File: src/rtl/mac3_sequencer.sv
// Control sequencer for a three-lane MAC: fetches operand triples, groups num_steps fires into one
// accumulator result and holds each result until the consumer accepts it.
module mac3_sequencer #(
    parameter int unsigned STEP_W = 8,
    parameter int unsigned OUT_W  = 8
) (
    input  logic              clk,
    input  logic              arst_n_in,
    input  logic              start,
    input  logic [STEP_W-1:0] cfg_num_steps,
    input  logic [OUT_W-1:0]  cfg_num_outputs,
    input  logic              cfg_use_psum,
    output logic              busy,
    output logic              done,
    input  logic              op_valid,
    output logic              op_ready,
    output logic              mac_input_valid,
    output logic              mac_accumulate_internal,
    output logic              mac_psum_en,
    output logic              res_valid,
    input  logic              res_ready,
    output logic [OUT_W-1:0]  res_index
);

    typedef enum logic [1:0] {StIdle, StRun, StResult} state_e;

    state_e            state_q, state_d;
    logic [STEP_W-1:0] step_cnt_q, step_cnt_d;
    logic [STEP_W-1:0] num_steps_q, num_steps_d;
    logic [OUT_W-1:0]  out_cnt_q, out_cnt_d;
    logic [OUT_W-1:0]  num_outputs_q, num_outputs_d;
    logic              use_psum_q, use_psum_d;
    logic              done_q, done_d;
    logic              fire;

    always_ff @(posedge clk or negedge arst_n_in) begin
        if (!arst_n_in) begin
            state_q       <= StIdle;
            step_cnt_q    <= '0;
            num_steps_q   <= '0;
            out_cnt_q     <= '0;
            num_outputs_q <= '0;
            use_psum_q    <= 1'b0;
            done_q        <= 1'b0;
        end else begin
            state_q       <= state_d;
            step_cnt_q    <= step_cnt_d;
            num_steps_q   <= num_steps_d;
            out_cnt_q     <= out_cnt_d;
            num_outputs_q <= num_outputs_d;
            use_psum_q    <= use_psum_d;
            done_q        <= done_d;
        end
    end

    always_comb begin
        state_d       = state_q;
        step_cnt_d    = step_cnt_q;
        num_steps_d   = num_steps_q;
        out_cnt_d     = out_cnt_q;
        num_outputs_d = num_outputs_q;
        use_psum_d    = use_psum_q;
        done_d        = 1'b0;
        op_ready      = (state_q == StRun);
        fire          = op_valid && op_ready;

        unique case (state_q)
            StIdle: begin
                if (start) begin
                    num_steps_d   = cfg_num_steps;
                    num_outputs_d = cfg_num_outputs;
                    use_psum_d    = cfg_use_psum;
                    step_cnt_d    = '0;
                    out_cnt_d     = '0;
                    // An empty job finishes immediately without touching the MAC.
                    if (cfg_num_steps == '0 || cfg_num_outputs == '0) begin
                        done_d = 1'b1;
                    end else begin
                        state_d = StRun;
                    end
                end
            end
            StRun: begin
                if (fire) begin
                    if (step_cnt_q == num_steps_q - STEP_W'(1)) begin
                        step_cnt_d = '0;
                        state_d    = StResult;
                    end else begin
                        step_cnt_d = step_cnt_q + STEP_W'(1);
                    end
                end
            end
            StResult: begin
                if (res_ready) begin
                    out_cnt_d = out_cnt_q + OUT_W'(1);
                    if (out_cnt_q == num_outputs_q - OUT_W'(1)) begin
                        state_d = StIdle;
                        done_d  = 1'b1;
                    end else begin
                        state_d = StRun;
                    end
                end
            end
            default: state_d = StIdle;
        endcase
    end

    assign mac_input_valid         = fire;
    assign mac_accumulate_internal = (step_cnt_q != '0);
    assign mac_psum_en             = use_psum_q && (step_cnt_q == '0);
    assign res_valid               = (state_q == StResult);
    assign res_index               = out_cnt_q;
    assign busy                    = (state_q != StIdle);
    assign done                    = done_q;

endmodule

File: config.mk
export PLATFORM = sky130hd
export DESIGN_NAME = mac3_sequencer
export DESIGN_NICKNAME = d
export VERILOG_FILES = /design/src/rtl/mac3_sequencer.sv
export SDC_FILE = /design/constraint.sdc
export NUM_CORES = 1
export LEC_CHECK = 0
export BUFFER_PORTS_ARGS = -buffer_cell sky130_fd_sc_hd__buf_2
export CORE_ASPECT_RATIO = 0.7
export CORE_MARGIN = 2
export CORE_UTILIZATION = 45
export CTS_CLUSTER_DIAMETER = 80
export CTS_CLUSTER_SIZE = 30
export DETAILED_ROUTE_END_ITERATION = 10
export PLACE_DENSITY = 0.66
export SYNTH_ARGS = -nofsm -noshare
export SYNTH_HDL_FRONTEND = slang
export SYNTH_SLANG_ARGS = --single-unit
File: constraint.sdc
create_clock -name clk -period 4.5 [get_ports clk]
set_input_delay 0.675 -clock clk [delete_from_list [all_inputs] [get_ports clk]]
set_output_delay 0.675 -clock clk [all_outputs]
set_load 0.01 [all_outputs]
# Word level (Yosys, flattened, before mapping)
# Cells that the tools add are included.
# classes
add_sub_neg	4
eq_ne	9
n_mux	18
n_reduce_logical	15
# op_table
op	n
2-to-1 mux 8 bit	4
one-hot mux 8 bit (2 select lines)	2
logical NOT 8 bit	3
adder 8 x 1 -> 8 bit (second input constant)	2
equality test 8 bit	2
subtractor 8 x 1 -> 8 bit (second input constant)	2
2-to-1 mux 2 bit	5
nonzero test 8 bit	1
!= test 2 x 1 -> 1 bit (second input constant)	3
one-hot mux 2 bit (3 select lines)	1
AND reduction 3 bit	2
nonzero test 2 bit	3
2-to-1 mux 1 bit	5
AND reduction 5 bit	1
!= test 2 bit (second input constant)	2
equality test 2 x 1 -> 1 bit (second input constant)	1
equality test 2 bit (second input constant)	1
logical AND 1 bit	2
logical NOT 2 bit	1
one-hot mux 1 bit (2 select lines)	1
AND reduction 2 bit	1
logical OR 1 bit	1
# word_totals
ff_bits	36
inputBits	22
output_inout_bits	15

# Depth between registers and ports, before layout
# Gate-level depths: netlist (run 1).
# depth
ltp_word	5
ltp_mapped	10

# Least setup slack after synthesis (run 1)
# Ideal clock, no wire load.
# synth_path
path_type	register to register
startpoint	register num_steps_q[0]
endpoint	register step_cnt_q[5]
arrival_time_ns	1.897
setup_slack_ns	2.502
path_stages_with_launch	10
cell_sequence	dfrtp_1 > inv_1 > ha_1 > buf_2 > xnor2_1 > o21ai_0 > a2111oi_4 > a21boi_4 > nand2_4 > o311ai_2
# synth_between
elab_chain_cells	5
# synth_rtl
item	line_no	source
start: declaration	29	logic [STEP_W-1:0] num_steps_q, num_steps_d;
start signal: assignment	48	num_steps_q <= num_steps_d;
subtractor 8 x 1 -> 8 bit	85	if (step_cnt_q == num_steps_q - STEP_W'(1)) begin
equality test 8 bit	85	
2-to-1 mux 8 bit	85	
2-to-1 mux 8 bit	84	if (fire) begin
one-hot mux 8 bit (2 select lines)	67	unique case (state_q)
end signal: assignment	47	step_cnt_q <= step_cnt_d;
end: declaration	28	logic [STEP_W-1:0] step_cnt_q, step_cnt_d;
# No other way between the ends. The select of a mux whose other input is x is not followed.
# A chain may end at the register's enable or synchronous reset.

# Worst setup path after layout (run 1)
# layout_path
startpoint	register step_cnt_q[0]
endpoint	output mac_psum_en
# layout_between
elab_chain_cells	2
# layout_rtl
item	line_no	source
logical NOT 8 bit	110	assign mac_psum_en = use_psum_q && (step_cnt_q == '0);
logical AND 1 bit	110	
end: declaration	19	output logic mac_psum_en,
# No other way between the ends.

==> impl_metrics.yaml, run 1 <==
power_and_ir_drop:
  p_leak_nw: 1.14
  total_power_mw: 1.50
  p_per_area_nw_per_um2: 579
  peakVddDrop_mv: 0.209
run:
  maxCapViolCount: 0
sta:
  maxSlewHeadroom_pct: 44.1
  setup_tns_ns: 0
  fmax_ghz: 0.428
  setup_viol: 0
  finClkSkew_ns: 0.0107
  layout_min_cycle_time_ns: 2.33
  rsz0062_at_grt: "false"
  finalHoldViolations: 0
  max_slew.worst_pin.slew_ns: 0.839
  slew_violations: 0
  min_period_over_period_pct: 51.9
worst_setup_path:
  crit_path_start_kind: "flop"
  critical_path_buf_inv_count: 2
  critical-path-top-delay-family: "simple AND/OR/NAND/NOR gates"
  crit_required_ns: 3.83
  worstPathMaxFanout: 5
  critPathMaxStageDelay_ns: 0.44
  slowest_stage: "dfrtp_1"
  r2r_cells: 8
  cp_data_arrival_time_ns: 1.66
  crit_type: "reg2out"
  crit_chain: "inv_1, ha_1, nor4b_1, and3_1, buf_2"
  crit_cells: 5
  end_kind: "primary output"
place:
  place_congestion: 0.818
  portBuffers: 36
  dp_hpwl_mm: 3.63
detailed_routing:
  first_pass_iters: 4
  wl_per_cell_um: 14.3
  first_iter_violations: 118
  antenna_left: 0
  wirelength_mm: 4.83
  drcViolationCount: 0
  post_drt_via_cell_ratio: 5.30
  via_count: 1796
clock_tree:
  cts_tree: "yes"
  numClockSinks: 36
  clkTransAtPathRegs_ns: 0.08
  post_cts_resized: 0
  htree_levels: 2
  cts_hold_buf: 0
  postCtsSetupBuffers: 0
  clk_path_buf_depth: 2
  cts_buffers: 5
  clock-root-buffer: "clkbuf_8"
  clkLatencyLatePin_ns: 0.30
floorplan:
  io_pins: 37
  initial_core_util_pct: 47.0
  fp.dieW_um: 88.7
  die_area_sq_um: 5610
  die_h_um: 63.3
  core_sq_um: 4810
  rows: 21
grt:
  grt_pass1_vias: 1680
  gr-usage-all-layers_pct: 19.6
  antenna_found_initial: 0
  grt_pass1_wl_mm: 8.36
  grt_overflow: 0
  grt_start_max_net_pins: 37
layout:
  nNetsFinal: 296
  final_util_pct: 53.9
  drive_gt1_share_pct: 26.7
  fillers: 467
  syn2layout_area_growth_pct: 14.7
  antenna_cells: 0
yosys:
  ys_warn_count: 0
  syn_area_per_cell_sq_um: 9.57
  syn_inst: 236
  synth_edf_count: 0
  syn-num-nets: 263
  synth_cell_types: 47
  ys_ff_latch: 36
  async_flop_share_pct: 100
  synth_area_sq_um: 2260
  ys.flop_type: "dfrtp_1"
  ys_seq_area_share_pct: 39.9
worst_hold_path:
  hold_class: "in2async"
outcome:
  status: "complete, no violations"
==> area by class of cell <==
cell class / count / area, sq um / share of cell area [%]
Multi-Input combinational cell: 177 / 1260 / 48.6
Sequential cell: 36 / 901 / 34.8
Timing Repair Buffer: 37 / 188 / 7.25
Tap cell: 69 / 86.3 / 3.33
Clock buffer: 5 / 68.8 / 2.66
Inverter: 12 / 45.0 / 1.74
Clock inverter: 3 / 42.5 / 1.64
==> path summary, 6_finish.rpt <==
path | slack [ns] | startpoint | end
setup / recovery | 2.17 | step_cnt_q[0] | mac_psum_en
hold / removal | 0.48 | arst_n_in | num_steps_q[2]
setup reg to reg | 2.28 | num_steps_q[0] | step_cnt_q[5]
hold reg to reg | 0.55 | num_steps_q[7] | num_steps_q[7]
max in group asynchronous | 3.50 | arst_n_in | step_cnt_q[1]
min in group clk | 0.55 | num_steps_q[7] | num_steps_q[7]
==> routing by layer <==
layer	wire [um]	track usage (%)	vias up
met5	0	0	-
met4	76	7.77	0
met3	231	4.06	7
met2	1940	24.4	50
met1	2590	32.0	856
li1	-	-	883
==> state kept, by name (all words and copies together), names as in the netlist <==
register,count
done,1
num_steps_q,8
num_outputs_q,8
res_index,8
use_psum_q,1
step_cnt_q,8
state_q,2
==> logic make-up (layout without fill, tap and decap cells) <==
kind of cell | Yosys count | in the layout | synth area share (%)
muxes | 16 | 16 | 7.87
adders and majority gates | 5 | 5 | 2.77
AOI/OAI and AO/OA | 37 | 37 | 13.0
xor gates and xnor gates | 25 | 25 | 9.70
and+or+nand+nor | 94 | 94 | 22.3
DFF | 36 | 36 | 39.9
buffers and inverters | 23 | 57 | 4.49
==> through the flow <==
step / hold slack (ns) / area [sq um] / setup WS (ns) / instances
final: 0.477 / 2590 / 2.17 / 339
after global routing: 0.533 / 2590 / 2.04 / 339
after CTS: 0.488 / 2590 / 2.15 / 339
after detailed placement: 0.526 / 2480 / 2.29 / 331
after global placement: 0.523 / 2480 / 2.40 / 331
after floorplan: 0.379 / 2260 / 2.50 / 236
==> Yosys cell counts, drive strengths merged, types with 4 or more instances <==
master,count,area share (%)
dfrtp,36,40
xnor2,14,5.4
nor4,7,2.9
nor3,6,1.3
buf,7,1.8
clkbuf,4,0.66
nor2b,4,1.1
nand2,29,5.3
inv,12,2.0
a21oi,8,1.8
nand3,12,2.9
xor2,11,4.3
ha,5,2.8
o21ai,10,2.2
mux2,14,7.0
nor2,16,2.7
==> placed cells by master (no fill, tap or decap), types with 3 or more instances in the layout <==
master / Yosys / routed
a21oi_1: 8 / 8
o21ai_1: 5 / 5
nand2_1: 27 / 27
xnor2_1: 14 / 14
nor2_1: 16 / 15
dfrtp_1: 36 / 36
nand2b_1: 3 / 3
o311ai_2: 3 / 3
xor2_1: 11 / 11
a31oi_1: 3 / 3
mux2_2: 14 / 14
ha_1: 5 / 5
o21ai_0: 5 / 5
and2_1: 3 / 3
clkbuf_8: 0 / 5
nor2b_1: 4 / 4
nand3_1: 11 / 11
inv_1: 12 / 12
nand4_1: 3 / 3
nor3_1: 6 / 6
nor4_1: 5 / 5
buf_2: 6 / 36
==> power by group <==
part | switching [mW] | internal, mW
registers | 0.174 | 0.429
logic | 0.306 | 0.299
clock network | 0.128 | 0.164
total | 0.608 | 0.892
No activity file was read; power rests on OpenSTA's default activity.
==> run 2, diff against run 1 <==
==> constraint.sdc (replaced) <==
create_clock -name clk -period 2.2 [get_ports clk]
set_input_delay 0.33 -clock clk [delete_from_list [all_inputs] [get_ports clk]]
set_output_delay 0.33 -clock clk [all_outputs]
set_load 0.01 [all_outputs]
==> run 2 against run 1 <==
Flip-flop and latch count stayed put; critical path depth up 4; non-clock buffer count increased by 3; via count increased by 0.78%; count of clock-buffer cells in the layout grew 1; wire length rose by 3.5%; cell area increased by 0.82%; worst hold slack got worse by 0.36 ns; total power grew 110%; first-iteration DRC count decreased by 4.2%; setup slack got worse by 2.0 ns; critical path type is now reg2reg; largest cell class unchanged.
==> impl_metrics.yaml, run 2 (synthesis gave the netlist of run 1 again) <==
power_and_ir_drop:
  p_per_area_nw_per_um2: 1190
  p_leak_nw: 1.15
  clkPwrFrac_pct: 18.9
  p_comb_share_pct: 41.6
  seq_power_share_pct: 39.5
  peakVddDrop_mv: 0.510
  cell_internal_pwr_mw: 1.85
  p_switching_mw: 1.26
  switching_share_pct: 40.4
detailed_routing:
  first_pass_iters: 4
  wl_per_cell_um: 14.6
  wirelength_mm: 5.01
  drcViolationCount: 0
  antenna_left: 0
  first_iter_violations: 113
  post_drt_via_cell_ratio: 5.29
  via_count: 1810
clock_tree:
  clk_path_buf_depth: 2
  cts_tree: "yes"
  clkTransAtPathRegs_ns: 0.08
  postCtsSetupBuffers: 0
  cts_buffers: 5
  clkLatencyLatePin_ns: 0.30
  numClockSinks: 36
  clock-root-buffer: "clkbuf_8"
  htree_levels: 2
layout:
  final_util_pct: 54.3
  drive_gt1_share_pct: 27.5
  final_cell_mix: "dfrtp_1, buf_2, nand2_1"
  syn2layout_area_growth_pct: 15.6
  nNetsFinal: 299
  fillers: 440
  antenna_cells: 0
worst_setup_path:
  cp_data_arrival_time_ns: 2.24
  critPathMaxStageDelay_ns: 0.42
  worstSetupEndpoint: "step_cnt_q[6]"
  r2r_end: "step_cnt_q[6]"
  crit_cells: 9
  crit_chain: "inv_1, ha_2, nand2b_1, nand3_1, o21ai_1, a2111oi_4, a21boi_4, nand2_4, o311ai_2"
  end_kind: "flop"
  crit_path_start_kind: "flop"
  r2r_slack_ns: 0.17
  r2r_cells: 9
  crit_required_ns: 2.41
  worstPathMaxFanout: 8
  slowest_stage: "dfrtp_1"
  crit_start: "num_steps_q[1]"
  critical_path_buf_inv_count: 1
  worstReg2RegStart: "num_steps_q[1]"
  crit_type: "reg2reg"
  critical-path-top-delay-family: "compound AO/OA/AOI/OAI gates"
floorplan:
  rows: 21
  initial_core_util_pct: 47.0
  io_pins: 37
  fp.dieW_um: 88.7
  die_area_sq_um: 5610
  die_h_um: 63.3
  core_sq_um: 4810
sta:
  setup_viol: 0
  finalHoldViolations: 0
  min_period_over_period_pct: 92.4
  rsz0062_at_grt: "false"
  finClkSkew_ns: 0.00769
  setup_tns_ns: 0
  maxSlewHeadroom_pct: 46.5
  slew_violations: 0
  fmax_ghz: 0.492
  timing.hold.ws_ns: 0.115
  max_slew.worst_pin.slew_ns: 0.802
  layout_min_cycle_time_ns: 2.03
grt:
  grt_pass1_wl_mm: 8.52
  antenna_found_initial: 0
  grt_start_max_net_pins: 37
  gr-usage-all-layers_pct: 19.9
  grt_overflow: 0
  grt_pass1_vias: 1723
place:
  dp_hpwl_mm: 3.78
  place_congestion: 0.891
  portBuffers: 36
outcome:
  status: "complete, no violations"
run:
  maxCapViolCount: 0
worst_hold_path:
  hold_class: "in2async"
-- run 2: cell types whose count changed in the layout (fill, tap and decap cells not counted) --
| cell | previous run | this run |
|---|---|---|
| o21ai_1 | 5 | 6 |
| o21ai_0 | 5 | 4 |
| ha_2 | 0 | 1 |
| clkbuf_1 | 0 | 1 |
| clkinvlp_4 | 1 | 0 |
| buf_4 | 1 | 4 |
| ha_1 | 5 | 4 |
-- run 2: final cells by class --
type                    count  area [sq um]  share of cell area (%)
clock inverters             2          35.0                    1.34
inverters                  12          45.0                    1.72
multi-input cells         177          1260                    48.3
well taps                  69          86.3                    3.31
repair buffers             40           210                    8.05
flip-flops and latches     36           901                    34.5
clock buffers               6          72.6                    2.78
-- run 2: power groups by stage --
stage,clock network (mW),logic [mW],registers (mW)
2_1_floorplan,0,1.13,1.08
3_3_place_gp,0,1.26,1.23
3_5_place_dp,0,1.29,1.23
4_1_cts,0.597,1.29,1.22
5_1_grt,0.622,1.47,1.27
6_report,0.587,1.29,1.23
-- run 2: timing repair --
| item | in CTS | in global routing |
|---|---|---|
| resized for setup | 0 | 2 |
| hold buffers | 0 | 0 |
| endpoints found under the setup margin | 0 | 8 |
-- run 2: worst min path at each step --
stage / start / end / cells after the start
floorplan: arst_n_in / done / 0
global placement: arst_n_in / res_index[4] / 1
detailed placement: arst_n_in / res_index[4] / 1
CTS: arst_n_in / res_index[4] / 1
global route: arst_n_in / res_index[6] / 1
finish: arst_n_in / res_index[4] / 1
-- run 2: routing by layer --
layer  track usage (%)  share of wire (%)  wire length, um
met1              32.4                 55             2750
met2              25.0                 38             1920
met3              4.33                5.1              253
met4              7.39                1.7               84
met5                 0                  0                0
-- run 2: metrics by stage --
stage	instance area (sq um)	power, mW	setup slack, ns	instances
2_1_floorplan	2260	2.21	0.202	236
4_1_cts	2610	3.11	0.0766	342
3_5_place_dp	2500	2.51	0.0774	334
6_report	2610	3.11	0.168	342
3_3_place_gp	2500	2.49	0.172	334
5_1_grt	2610	3.36	0.0155	342
-- run 2: worst register-to-register path, cell delays in order, from the launching register on --
cell	delay (ns)
dfrtp_1	0.42
inv_1	0.09
ha_2	0.27
nand2b_1	0.14
nand3_1	0.09
o21ai_1	0.14
a2111oi_4	0.12
a21boi_4	0.30
nand2_4	0.13
o311ai_2	0.26
==> run 3, diff against run 2 <==
--- a/config.mk
+++ b/config.mk
@@ -6,13 +6,15 @@
 export NUM_CORES = 1
 export LEC_CHECK = 0
 export BUFFER_PORTS_ARGS = -buffer_cell sky130_fd_sc_hd__buf_2
+export CELL_PAD_IN_SITES_DETAIL_PLACEMENT = 0
+export CELL_PAD_IN_SITES_GLOBAL_PLACEMENT = 1
 export CORE_ASPECT_RATIO = 0.7
-export CORE_MARGIN = 2
-export CORE_UTILIZATION = 45
+export CORE_MARGIN = 5
+export CORE_UTILIZATION = 43
 export CTS_CLUSTER_DIAMETER = 80
 export CTS_CLUSTER_SIZE = 30
 export DETAILED_ROUTE_END_ITERATION = 10
-export PLACE_DENSITY = 0.66
+export PLACE_DENSITY_LB_ADDON = 0.1
 export SYNTH_ARGS = -nofsm -noshare
 export SYNTH_HDL_FRONTEND = slang
 export SYNTH_SLANG_ARGS = --single-unit
==> run 3 against run 2 <==
Largest power group unchanged; wire length up 0.44%; critical endpoint is now step_cnt_q[7]; die area up 22%; setup slack better by 0.061 ns.
==> impl_metrics.yaml, run 3 (synthesis gave the netlist of run 1 again) <==
outcome:
  status: "complete, no violations"
clock_tree:
  clk_path_buf_depth: 2
  cts_buffers: 5
  clock-root-buffer: "clkbuf_8"
  clkTransAtPathRegs_ns: 0.07
  cts_hold_buf: 0
  cts_tree: "yes"
  numClockSinks: 36
  clkLatencyLatePin_ns: 0.28
  htree_levels: 2
detailed_routing:
  wirelength_mm: 5.03
  first_iter_violations: 55
  first_pass_iters: 4
  via_count: 1710
  drcViolationCount: 0
  post_drt_via_cell_ratio: 4.97
  antenna_left: 0
  wl_per_cell_um: 14.6
layout:
  drive_gt1_share_pct: 28.3
  multi_input_area_sq_um: 1290
  final_common_cell: "buf_2"
  regArea_sq_um: 902
  syn2layout_area_growth_pct: 16.5
  final_cell_mix: "buf_2, dfrtp_1, nand2_1"
  antenna_cells: 0
  nNetsFinal: 299
  fillers: 505
sta:
  finClkSkew_ns: 0.00270
  setup_tns_ns: 0
  fmax_ghz: 0.507
  maxSlewHeadroom_pct: 44.6
  min_period_over_period_pct: 89.6
  slew_violations: 0
  layout_min_cycle_time_ns: 1.97
  finalHoldViolations: 0
  max_slew.worst_pin.slew_ns: 0.831
  setup_viol: 0
grt:
  gr-usage-all-layers_pct: 15.2
  grt_pass1_vias: 1604
  grt_start_max_net_pins: 37
  grt_util_met3_pct: 4.24
  grt_overflow: 0
  use_met2_pct: 18.2
  antenna_found_initial: 0
  grt_pass1_wl_mm: 8.47
  busiest_layer: "met1"
  grtUsageMet1_pct: 25.9
floorplan:
  initial_core_util_pct: 43.6
  core_sq_um: 5170
  fp.dieW_um: 96.6
  rows: 22
  io_pins: 37
  die_area_sq_um: 6820
  die_h_um: 70.6
worst_setup_path:
  critical_path_buf_inv_count: 0
  end_kind: "flop"
  crit_type: "reg2reg"
  slowest_stage: "dfrtp_2"
  critical-path-top-delay-family: "compound AO/OA/AOI/OAI gates"
  cp_data_arrival_time_ns: 2.16
  critPathMaxStageDelay_ns: 0.49
  crit_path_start_kind: "flop"
  crit_required_ns: 2.39
  worstReg2RegStart: "num_steps_q[3]"
  crit_start: "num_steps_q[3]"
  crit_chain: "nor4_4, a211oi_1, o21bai_2, nand2_2, a21boi_4, nand2_4, o311ai_2"
  worstPathMaxFanout: 7
power_and_ir_drop:
  peakVddDrop_mv: 0.514
  p_leak_nw: 1.15
  p_per_area_nw_per_um2: 1170
  total_power_mw: 3.09
place:
  place_congestion: 0.795
  dp_hpwl_mm: 3.80
  portBuffers: 36
worst_hold_path:
  hold_class: "in2async"
run:
  maxCapViolCount: 0
-- run 3: final timing paths --
kind,slack (ns),end,cells past startpoint
setup / recovery,0.23,step_cnt_q[7],7
hold / removal,0.14,res_index[1],1
setup reg to reg,0.23,step_cnt_q[7],7
hold reg to reg,0.52,use_psum_q,1
max in group asynchronous,1.48,num_steps_q[3],1
min in group clk,0.28,use_psum_q,2
-- run 3: metrics by stage --
step	std cells	setup WS [ns]	cell area [sq um]	hold WS, ns	util [%]
after CTS	344	0.0243	2600	0.172	50.3
after detailed placement	337	0.0438	2500	0.490	48.4
after floorplan	236	0.202	2260	0.0344	-
final	344	0.229	2630	0.142	50.8
after global placement	337	0.149	2500	0.498	48.4
after global routing	344	-0.000397	2630	0.208	50.8
-- run 3: cell type report --
type / count / area share [%]
Multi-Input combinational cell: 177 / 48.9
Inverter: 12 / 1.71
Timing Repair Buffer: 40 / 7.99
Tap cell: 72 / 3.42
Sequential cell: 36 / 34.3
Clock buffer: 7 / 3.66
-- run 3: power by group --
group / leakage (nW) / internal (mW) / total [mW] / switching [mW]
registers: 0.440 / 0.880 / 1.22 / 0.340
clock network: 0.0503 / 0.279 / 0.512 / 0.233
logic: 0.665 / 0.679 / 1.35 / 0.675
total: 1.15 / 1.84 / 3.09 / 1.25
-- run 3: routing by layer --
metal	vias up	routed length, um
met2	31	1830
met5	-	0
met4	0	25
met1	785	2940
li1	892	-
met3	2	231
-- run 3: what timing repair did --
action | in CTS | in global routing
setup endpoints to repair | 0 | 8
buffers inserted | 0 | 0
gates resized for setup | 0 | 6
